[config.mk]
export PLATFORM = sky130hd
export DESIGN_NAME = pio_bank
export DESIGN_NICKNAME = d
export VERILOG_FILES = /design/src/rtl/pio_bank.sv
export SDC_FILE = /design/constraint.sdc
export NUM_CORES = 1
export LEC_CHECK = 0
export ABC_AREA = 1
export CELL_PAD_IN_SITES_DETAIL_PLACEMENT = 1
export CELL_PAD_IN_SITES_GLOBAL_PLACEMENT = 2
export CORE_MARGIN = 10
export CORE_UTILIZATION = 32
export CTS_CLUSTER_SIZE = 10
export DETAILED_ROUTE_END_ITERATION = 7
export GPL_TIMING_DRIVEN = 0
export MAX_ROUTING_LAYER = met4
export PLACE_DENSITY = 0.9
export RECOVER_POWER = 25
export SLEW_MARGIN = 40
export SYNTH_ARGS = -nofsm -noshare
export SYNTH_HDL_FRONTEND = slang
export SYNTH_SLANG_ARGS = --single-unit
[constraint.sdc]
create_clock -name clk -period 4.35 [get_ports clk]
set_input_delay 0.87 -clock clk [delete_from_list [all_inputs] [get_ports clk]]
set_output_delay 0.87 -clock clk [all_outputs]
set_load 0.005 [all_outputs]
[src/rtl/pio_bank.sv]
// pio_bank: parametrised GPIO bank behind an Avalon-MM slave.
// Raw inputs pass through a two-flop synchroniser and a per-channel debouncer.
// Edges on the debounced value are captured per channel and can raise a maskable
// level interrupt. Outputs come from a data register with atomic set/clear aliases.
module pio_bank #(
    parameter int                   IN_WIDTH        = 4,
    parameter int                   OUT_WIDTH       = 8,
    parameter int                   DEBOUNCE_CYCLES = 50000,
    parameter logic [IN_WIDTH-1:0]  IN_RESET        = '0,
    parameter logic [OUT_WIDTH-1:0] OUT_RESET       = '0
) (
    input  logic                 clk,
    input  logic                 reset,
    input  logic [2:0]           avs_address,
    input  logic                 avs_read,
    input  logic                 avs_write,
    input  logic [31:0]          avs_writedata,
    output logic [31:0]          avs_readdata,
    input  logic [IN_WIDTH-1:0]  pio_in,
    output logic [OUT_WIDTH-1:0] pio_out,
    output logic                 irq
);

    // Counter wide enough to hold DEBOUNCE_CYCLES; acceptance happens when it
    // reaches DEBOUNCE_CYCLES-1 with the synchronised value still differing.
    localparam int               CNT_W   = $clog2(DEBOUNCE_CYCLES + 1);
    localparam logic [CNT_W-1:0] CNT_MAX = CNT_W'(DEBOUNCE_CYCLES - 1);
    localparam logic [CNT_W-1:0] CNT_ONE = CNT_W'(1);

    // Word addresses of the register map
    localparam logic [2:0] ADDR_DATA_IN  = 3'd0;
    localparam logic [2:0] ADDR_DATA_OUT = 3'd1;
    localparam logic [2:0] ADDR_OUT_SET  = 3'd2;
    localparam logic [2:0] ADDR_OUT_CLR  = 3'd3;
    localparam logic [2:0] ADDR_IRQ_MASK = 3'd4;
    localparam logic [2:0] ADDR_EDGE_CAP = 3'd5;
    localparam logic [2:0] ADDR_RISE_EN  = 3'd6;
    localparam logic [2:0] ADDR_FALL_EN  = 3'd7;

    logic [IN_WIDTH-1:0]  r_sync1;
    logic [IN_WIDTH-1:0]  r_sync2;
    logic [IN_WIDTH-1:0]  r_stable;
    logic [CNT_W-1:0]     r_cnt [IN_WIDTH];
    logic [OUT_WIDTH-1:0] r_dataOut;
    logic [IN_WIDTH-1:0]  r_irqMask;
    logic [IN_WIDTH-1:0]  r_edgeCap;
    logic [IN_WIDTH-1:0]  r_riseEn;
    logic [IN_WIDTH-1:0]  r_fallEn;
    logic [31:0]          r_readData;
    logic                 r_irq;

    logic [IN_WIDTH-1:0]  w_stableNext;
    logic [CNT_W-1:0]     w_cntNext [IN_WIDTH];
    logic [IN_WIDTH-1:0]  w_rise;
    logic [IN_WIDTH-1:0]  w_fall;
    logic [IN_WIDTH-1:0]  w_edgeNext;
    logic [IN_WIDTH-1:0]  w_maskNext;
    logic [OUT_WIDTH-1:0] w_dataOutNext;
    logic [31:0]          w_readMux;
    logic [IN_WIDTH-1:0]  w_wdIn;
    logic [OUT_WIDTH-1:0] w_wdOut;
    logic                 w_wrDataOut;
    logic                 w_wrOutSet;
    logic                 w_wrOutClr;
    logic                 w_wrIrqMask;
    logic                 w_wrEdgeCap;
    logic                 w_wrRiseEn;
    logic                 w_wrFallEn;
    logic                 w_unusedWriteData;

    // Bus write decode; only the implemented low bits of the write data are used.
    assign w_wdIn      = avs_writedata[IN_WIDTH-1:0];
    assign w_wdOut     = avs_writedata[OUT_WIDTH-1:0];
    assign w_wrDataOut = avs_write && (avs_address == ADDR_DATA_OUT);
    assign w_wrOutSet  = avs_write && (avs_address == ADDR_OUT_SET);
    assign w_wrOutClr  = avs_write && (avs_address == ADDR_OUT_CLR);
    assign w_wrIrqMask = avs_write && (avs_address == ADDR_IRQ_MASK);
    assign w_wrEdgeCap = avs_write && (avs_address == ADDR_EDGE_CAP);
    assign w_wrRiseEn  = avs_write && (avs_address == ADDR_RISE_EN);
    assign w_wrFallEn  = avs_write && (avs_address == ADDR_FALL_EN);
    assign w_unusedWriteData = ^avs_writedata;

    // Two-flop synchroniser for the asynchronous raw inputs
    always_ff @(posedge clk or posedge reset) begin
        if (reset) begin
            r_sync1 <= IN_RESET;
            r_sync2 <= IN_RESET;
        end else begin
            r_sync1 <= pio_in;
            r_sync2 <= r_sync1;
        end
    end

    // Debounce: a channel accepts a new value only after it differed from the
    // stable value for DEBOUNCE_CYCLES consecutive cycles; any return to the
    // stable value restarts the count, so short glitches are never accepted.
    always_comb begin
        w_stableNext = r_stable;
        for (int i = 0; i < IN_WIDTH; i++) begin
            w_cntNext[i] = r_cnt[i];
            if (r_sync2[i] == r_stable[i]) begin
                w_cntNext[i] = '0;
            end else if (r_cnt[i] == CNT_MAX) begin
                w_stableNext[i] = r_sync2[i];
                w_cntNext[i]    = '0;
            end else begin
                w_cntNext[i] = r_cnt[i] + CNT_ONE;
            end
        end
    end

    // Debounce state registers
    always_ff @(posedge clk or posedge reset) begin
        if (reset) begin
            r_stable <= IN_RESET;
            for (int i = 0; i < IN_WIDTH; i++) begin
                r_cnt[i] <= '0;
            end
        end else begin
            r_stable <= w_stableNext;
            for (int i = 0; i < IN_WIDTH; i++) begin
                r_cnt[i] <= w_cntNext[i];
            end
        end
    end

    // Edge capture next value: W1C clears first, then newly detected edges are
    // OR-ed in so a same-cycle edge beats the clear.
    always_comb begin
        w_rise     = w_stableNext & ~r_stable & r_riseEn;
        w_fall     = ~w_stableNext & r_stable & r_fallEn;
        w_edgeNext = r_edgeCap;
        if (w_wrEdgeCap) begin
            w_edgeNext = w_edgeNext & ~w_wdIn;
        end
        w_edgeNext = w_edgeNext | w_rise | w_fall;
        w_maskNext = w_wrIrqMask ? w_wdIn : r_irqMask;
    end

    // Output data register next value with plain write and set/clear aliases
    always_comb begin
        w_dataOutNext = r_dataOut;
        if (w_wrDataOut) begin
            w_dataOutNext = w_wdOut;
        end else if (w_wrOutSet) begin
            w_dataOutNext = r_dataOut | w_wdOut;
        end else if (w_wrOutClr) begin
            w_dataOutNext = r_dataOut & ~w_wdOut;
        end
    end

    // Control/status registers and the registered interrupt
    always_ff @(posedge clk or posedge reset) begin
        if (reset) begin
            r_dataOut <= OUT_RESET;
            r_irqMask <= '0;
            r_edgeCap <= '0;
            r_riseEn  <= '0;
            r_fallEn  <= '0;
            r_irq     <= 1'b0;
        end else begin
            r_dataOut <= w_dataOutNext;
            r_irqMask <= w_maskNext;
            r_edgeCap <= w_edgeNext;
            if (w_wrRiseEn) begin
                r_riseEn <= w_wdIn;
            end
            if (w_wrFallEn) begin
                r_fallEn <= w_wdIn;
            end
            r_irq <= |(w_edgeNext & w_maskNext);
        end
    end

    // Read mux built from current register values, so a same-cycle write is
    // not visible to the read; write-only aliases read back as zero.
    always_comb begin
        w_readMux = '0;
        case (avs_address)
            ADDR_DATA_IN:  w_readMux = 32'(r_stable);
            ADDR_DATA_OUT: w_readMux = 32'(r_dataOut);
            ADDR_IRQ_MASK: w_readMux = 32'(r_irqMask);
            ADDR_EDGE_CAP: w_readMux = 32'(r_edgeCap);
            ADDR_RISE_EN:  w_readMux = 32'(r_riseEn);
            ADDR_FALL_EN:  w_readMux = 32'(r_fallEn);
            default:       w_readMux = '0;
        endcase
    end

    // Read data register: latency one, holds its value between reads
    always_ff @(posedge clk or posedge reset) begin
        if (reset) begin
            r_readData <= '0;
        end else if (avs_read) begin
            r_readData <= w_readMux;
        end
    end

    assign avs_readdata = r_readData;
    assign pio_out      = r_dataOut;
    assign irq          = r_irq;

endmodule

== Yosys cells after proc, flatten, opt, wreduce, memory -nomap -nowiden ==
Cells that the tools add are included.
Word-level totals
  flip-flop bits (word level): 133
  logic and storage cells: 79
Operators by class
  add/subtract/negate cells: 4
  eq/ne operators: 15
  mux-type cells: 22
  bitwise logic cells: 14
  reduce and logical (&&, ||, !) cells: 10
Operators by type and width (number)
  16-bit two-way mux: 8
  16-bit by 1-bit adder with 16-bit output (second input constant): 4
  16-bit equality test (second input constant): 4
  8-bit one-hot mux with 6 select lines: 1
  4-bit AND: 6
  8-bit two-way mux: 3
  3-bit equality test (second input constant): 4
  4-bit inverter: 3
  8-bit AND: 1
  1-bit two-way mux: 8
  4-bit two-way mux: 2
  8-bit inverter: 1
  4-bit OR: 2
  8-bit OR: 1
  1-bit logical AND: 7
  3-bit by 2-bit equality test with 1-bit output (second input constant): 2
  1-bit equality test: 4
  4-bit OR reduction: 1
  3-bit by 1-bit equality test with 1-bit output (second input constant): 1
  3-bit zero test: 1
  3-bit nonzero test: 1

== Logic depth before layout (Yosys ltp) ==
  word-level depth: 9
  mapped depth: 11
  gate-level depth less buffers: 10

== Worst setup path after synthesis ==
Ideal clock, no wire load.
  kind: input -> register
  start: input avs_address[2]
  end: register with a tool-made name
  library setup time: 0.131 ns
  arrival: 1.652 ns
  setup slack: 2.567 ns
  stages on the path: 7
  cells stage by stage: clkbuf_8 inv_1 nand3_1 inv_2 nand2_1 a21oi_1 o22ai_1
RTL lines
  from (decl): line 14  | input logic [2:0] avs_address,

==> results.toml <==
[critical_path]
critical-path-max-stage-delay_ps = 1030
worstPathCellList = "dlygate4sd3_1, clkinvlp_2, buf_16"
r2r_slack_ps = 2460
worst-path-stages = 3
cp_num_buf_inv = 3
end_kind = "async pin"
critPathArrivalTime_ps = 2920
critPathSlowestCell = "clkinvlp_2"
critPathRequiredTime_ps = 4850
worstReg2RegStart = "r_cnt[48]"
r2r-end = "r_cnt[61]"
start_kind = "input pin"
r2r_cells = 8
critPathMaxFanout = 73
critPathKind = "in2async"
cp_top_family = "buffers and inverters"

[floorplan]
design.core.area_um2 = 17400
die_w_um = 154
die_area_um2 = 23600
fp.dieH_um = 154
rows = 48
start_util_pct = 32.9
pin_count = 84

[final_layout]
nNetsFinal = 824
ff_latch_area_um2 = 2730
antenna_cells = 0
drive_gt1_share_pct = 11.0
multi_input_area_um2 = 2420
layout_commonest_cell = "nand2_1"
fillers = 2131
final_cell_mix = "nand2_1 (147), dfrtp_1 (109), nor2_1 (97)"
area_growth_pct = 17.4

[pwr]
vdd_drop_max_mv = 0.198
p_per_area_nw_per_um2 = 337
power.total_mw = 2.25
p_leak_nw = 3.16

[timing]
drv_slew = 37
hold_ws_ps = 354
max_freq_ghz = 0.413
tightest_slew_ps = 1770
hold_viol = 0
setup_ws_ps = 1930
slew_headroom_pct = -18.7
finalCritPeriodShare_pct = 55.7
rsz0062_at_grt = "false"
clock_skew_ps = 4.20
fin_crit_ps = 2420
finalSetupViolCount = 0

[cts]
h-tree-depth = 3
cts_resized = 0
cts_tree = "done"
cts_made_buffers = 9
clk_pin_slew_ps = 70
cts_setup_buffers = 0
ctsHoldBuffers = 0
cts_sinks = 109
insertion_delay_ps = 350
cts_max_path_buffers = 2
cts-root-buf = "clkbuf_16"

[logic_synthesis]
synth_mux_area_share_pct = 0
post_synth_num_cell_types = 38
synth_top_family_by_area = "simple AND/OR/NAND/NOR gates"
synth_simple_gate_area_share_pct = 27.9
synth_xor_area_share_pct = 2.46
synth_area_um2 = 5700
ys.flop_type = "dfrtp_1"
synth-edff-count = 0
yosysWarnings = 0
syn_avg_cell_area_um2 = 8.03
synth_compound_area_share_pct = 10.2
syn-instance-count = 710
synth-seq-area-share_pct = 47.8
ys_async_sr_fraction_pct = 100
ys_seq_elements = 109
synth-adder-area-share_pct = 0.878

[min_path]
holdPathStages = 0
hp-start = "r_sync1[2]"
hp-class = "reg2reg"
holdPathEnd = "r_sync2[2]"

[detailed_routing]
vias_per_cell = 4.70
route.vias.total = 4728
wl_per_cell_um = 14.0
drtIter0Drc = 203
dr.pass1.iters = 4
drtAntennaViolNets = 0
drt_wl_total_um = 14100
drc = 0

[global_routing]
first_global_vias = 5127
grt_pass1_wl_um = 24500
grt_overflow_total = 0
antenna_found_initial = 0
grt_start_max_net_pins = 74
grt.total_usage_pct = 12.6

[placement]
place.gp.congestion = 0.795
port_buffers = 32
post-place-ws_ps = 1850
dp_hpwl_um = 10600

[run_status]
violations = "capacitance limit, slew limit"
status = "finished, violations left"

[run]
drv_cap = 1
==> worst max path at each step <==
| stage | start | slack, ps | to |
|---|---|---|---|
| 6_report | reset | 1930 | r_cnt[3] |
| 5_1_grt | reset | 1650 | r_cnt[3] |
| 4_1_cts | flip-flop | 2180 | pio_out[1] |
| 3_5_place_dp | avs_address[0] | 1850 | flip-flop |
| 3_3_place_gp | reset | -1250 | r_cnt[51] |
| 2_1_floorplan | reset | 610 | async pin |
==> through the flow <==
stage | area [um^2] | util, % | TNS [ps] | std cells
6_report | 6700 | 38.6 | 0 | 1007
5_1_grt | 6700 | 38.6 | 0 | 1007
4_1_cts | 6740 | 38.8 | 0 | 1007
3_5_place_dp | 6430 | 37.0 | 0 | 991
3_3_place_gp | 6390 | 36.8 | -135230 | 990
2_1_floorplan | 5790 | - | 0 | 733
==> kinds of logic (layout without fill, tap and decap cells) <==
kind of cell | Yosys count | after routing
other cells | 1 | 24
buf+inv | 129 | 178
flops | 109 | 109
fa+ha+maj | 4 | 4
simple gates | 343 | 343
compound gates | 108 | 108
xor+xnor | 16 | 16
==> state kept, by name, summed over array words and instances, names as in the netlist, named ones only <==
name          flops
avs_readdata      8
r_sync1           4
r_fallEn          4
r_sync2           4
r_cnt            64
r_riseEn          4
irq               1
r_stable          4
r_edgeCap         4
r_irqMask         4
==> cell type report <==
| cell class | count | area share (%) |
|---|---|---|
| inverter | 99 | 5.57 |
| buffer | 30 | 3.49 |
| clock buffer | 12 | 3.98 |
| sequential | 109 | 40.7 |
| clock inverter | 4 | 0.673 |
| timing repair buffer | 33 | 5.19 |
| tap | 225 | 4.20 |
| multi-input combinational | 495 | 36.2 |
==> synth_stat cells, types with 2 or more instances <==
| cell type | number | area [um^2] |
|---|---|---|
| inv_2 | 12 | 45.0 |
| nor2_1 | 95 | 357 |
| a21oi_2 | 3 | 26.3 |
| inv_1 | 86 | 323 |
| o31ai_1 | 2 | 15.0 |
| nor4_1 | 3 | 18.8 |
| a21oi_1 | 32 | 160 |
| o21ai_1 | 11 | 55.1 |
| o2bb2ai_1 | 3 | 26.3 |
| nor3_4 | 5 | 81.3 |
| nand3_2 | 6 | 60.1 |
| nand4_1 | 14 | 87.6 |
| o22ai_1 | 4 | 25.0 |
| nand2_2 | 5 | 31.3 |
| nor3_1 | 12 | 60.1 |
| nand2_1 | 146 | 548 |
| xnor2_1 | 7 | 61.3 |
| and3_1 | 3 | 18.8 |
| xor2_1 | 9 | 78.8 |
| buf_2 | 2 | 10.0 |
| clkbuf_8 | 2 | 27.5 |
| nand3_1 | 42 | 210 |
| buf_4 | 24 | 180 |
| o21bai_1 | 2 | 15.0 |
| dfrtp_1 | 109 | 2730 |
| nor3_2 | 2 | 20.0 |
| o21ai_0 | 49 | 245 |
| nor2_4 | 2 | 22.5 |
| nor2_2 | 5 | 31.3 |
| ha_1 | 4 | 50.1 |
| nand3_4 | 2 | 35.0 |
==> per-layer routing <==
layer	GRT usage [%]	part of all wire [%]	up-vias	wire length, um
met3	2.48	2.1	13	291
met2	22.1	52	37	7390
li1	-	-	2368	-
met5	-	0	-	0
met4	2.88	1.1	0	153
met1	14.4	44	2310	6280
==> power by group <==
part	total, mW	leakage, nW	switching, mW	internal, mW
combinational	0.258	1.54	0.137	0.120
sequential	1.12	1.46	0.0413	1.08
clock	0.879	0.158	0.387	0.492
==> worst register-to-register path: cells and delay by family (launching register included) <==
kind / cells / cell delay (ps)
DFF: 1 / 380
and+or+nand+nor: 5 / 940
adders and majority gates: 1 / 200
buffers and inverters: 1 / 140
AOI/OAI and AO/OA: 1 / 130
Power figures use the tool's default switching activity.
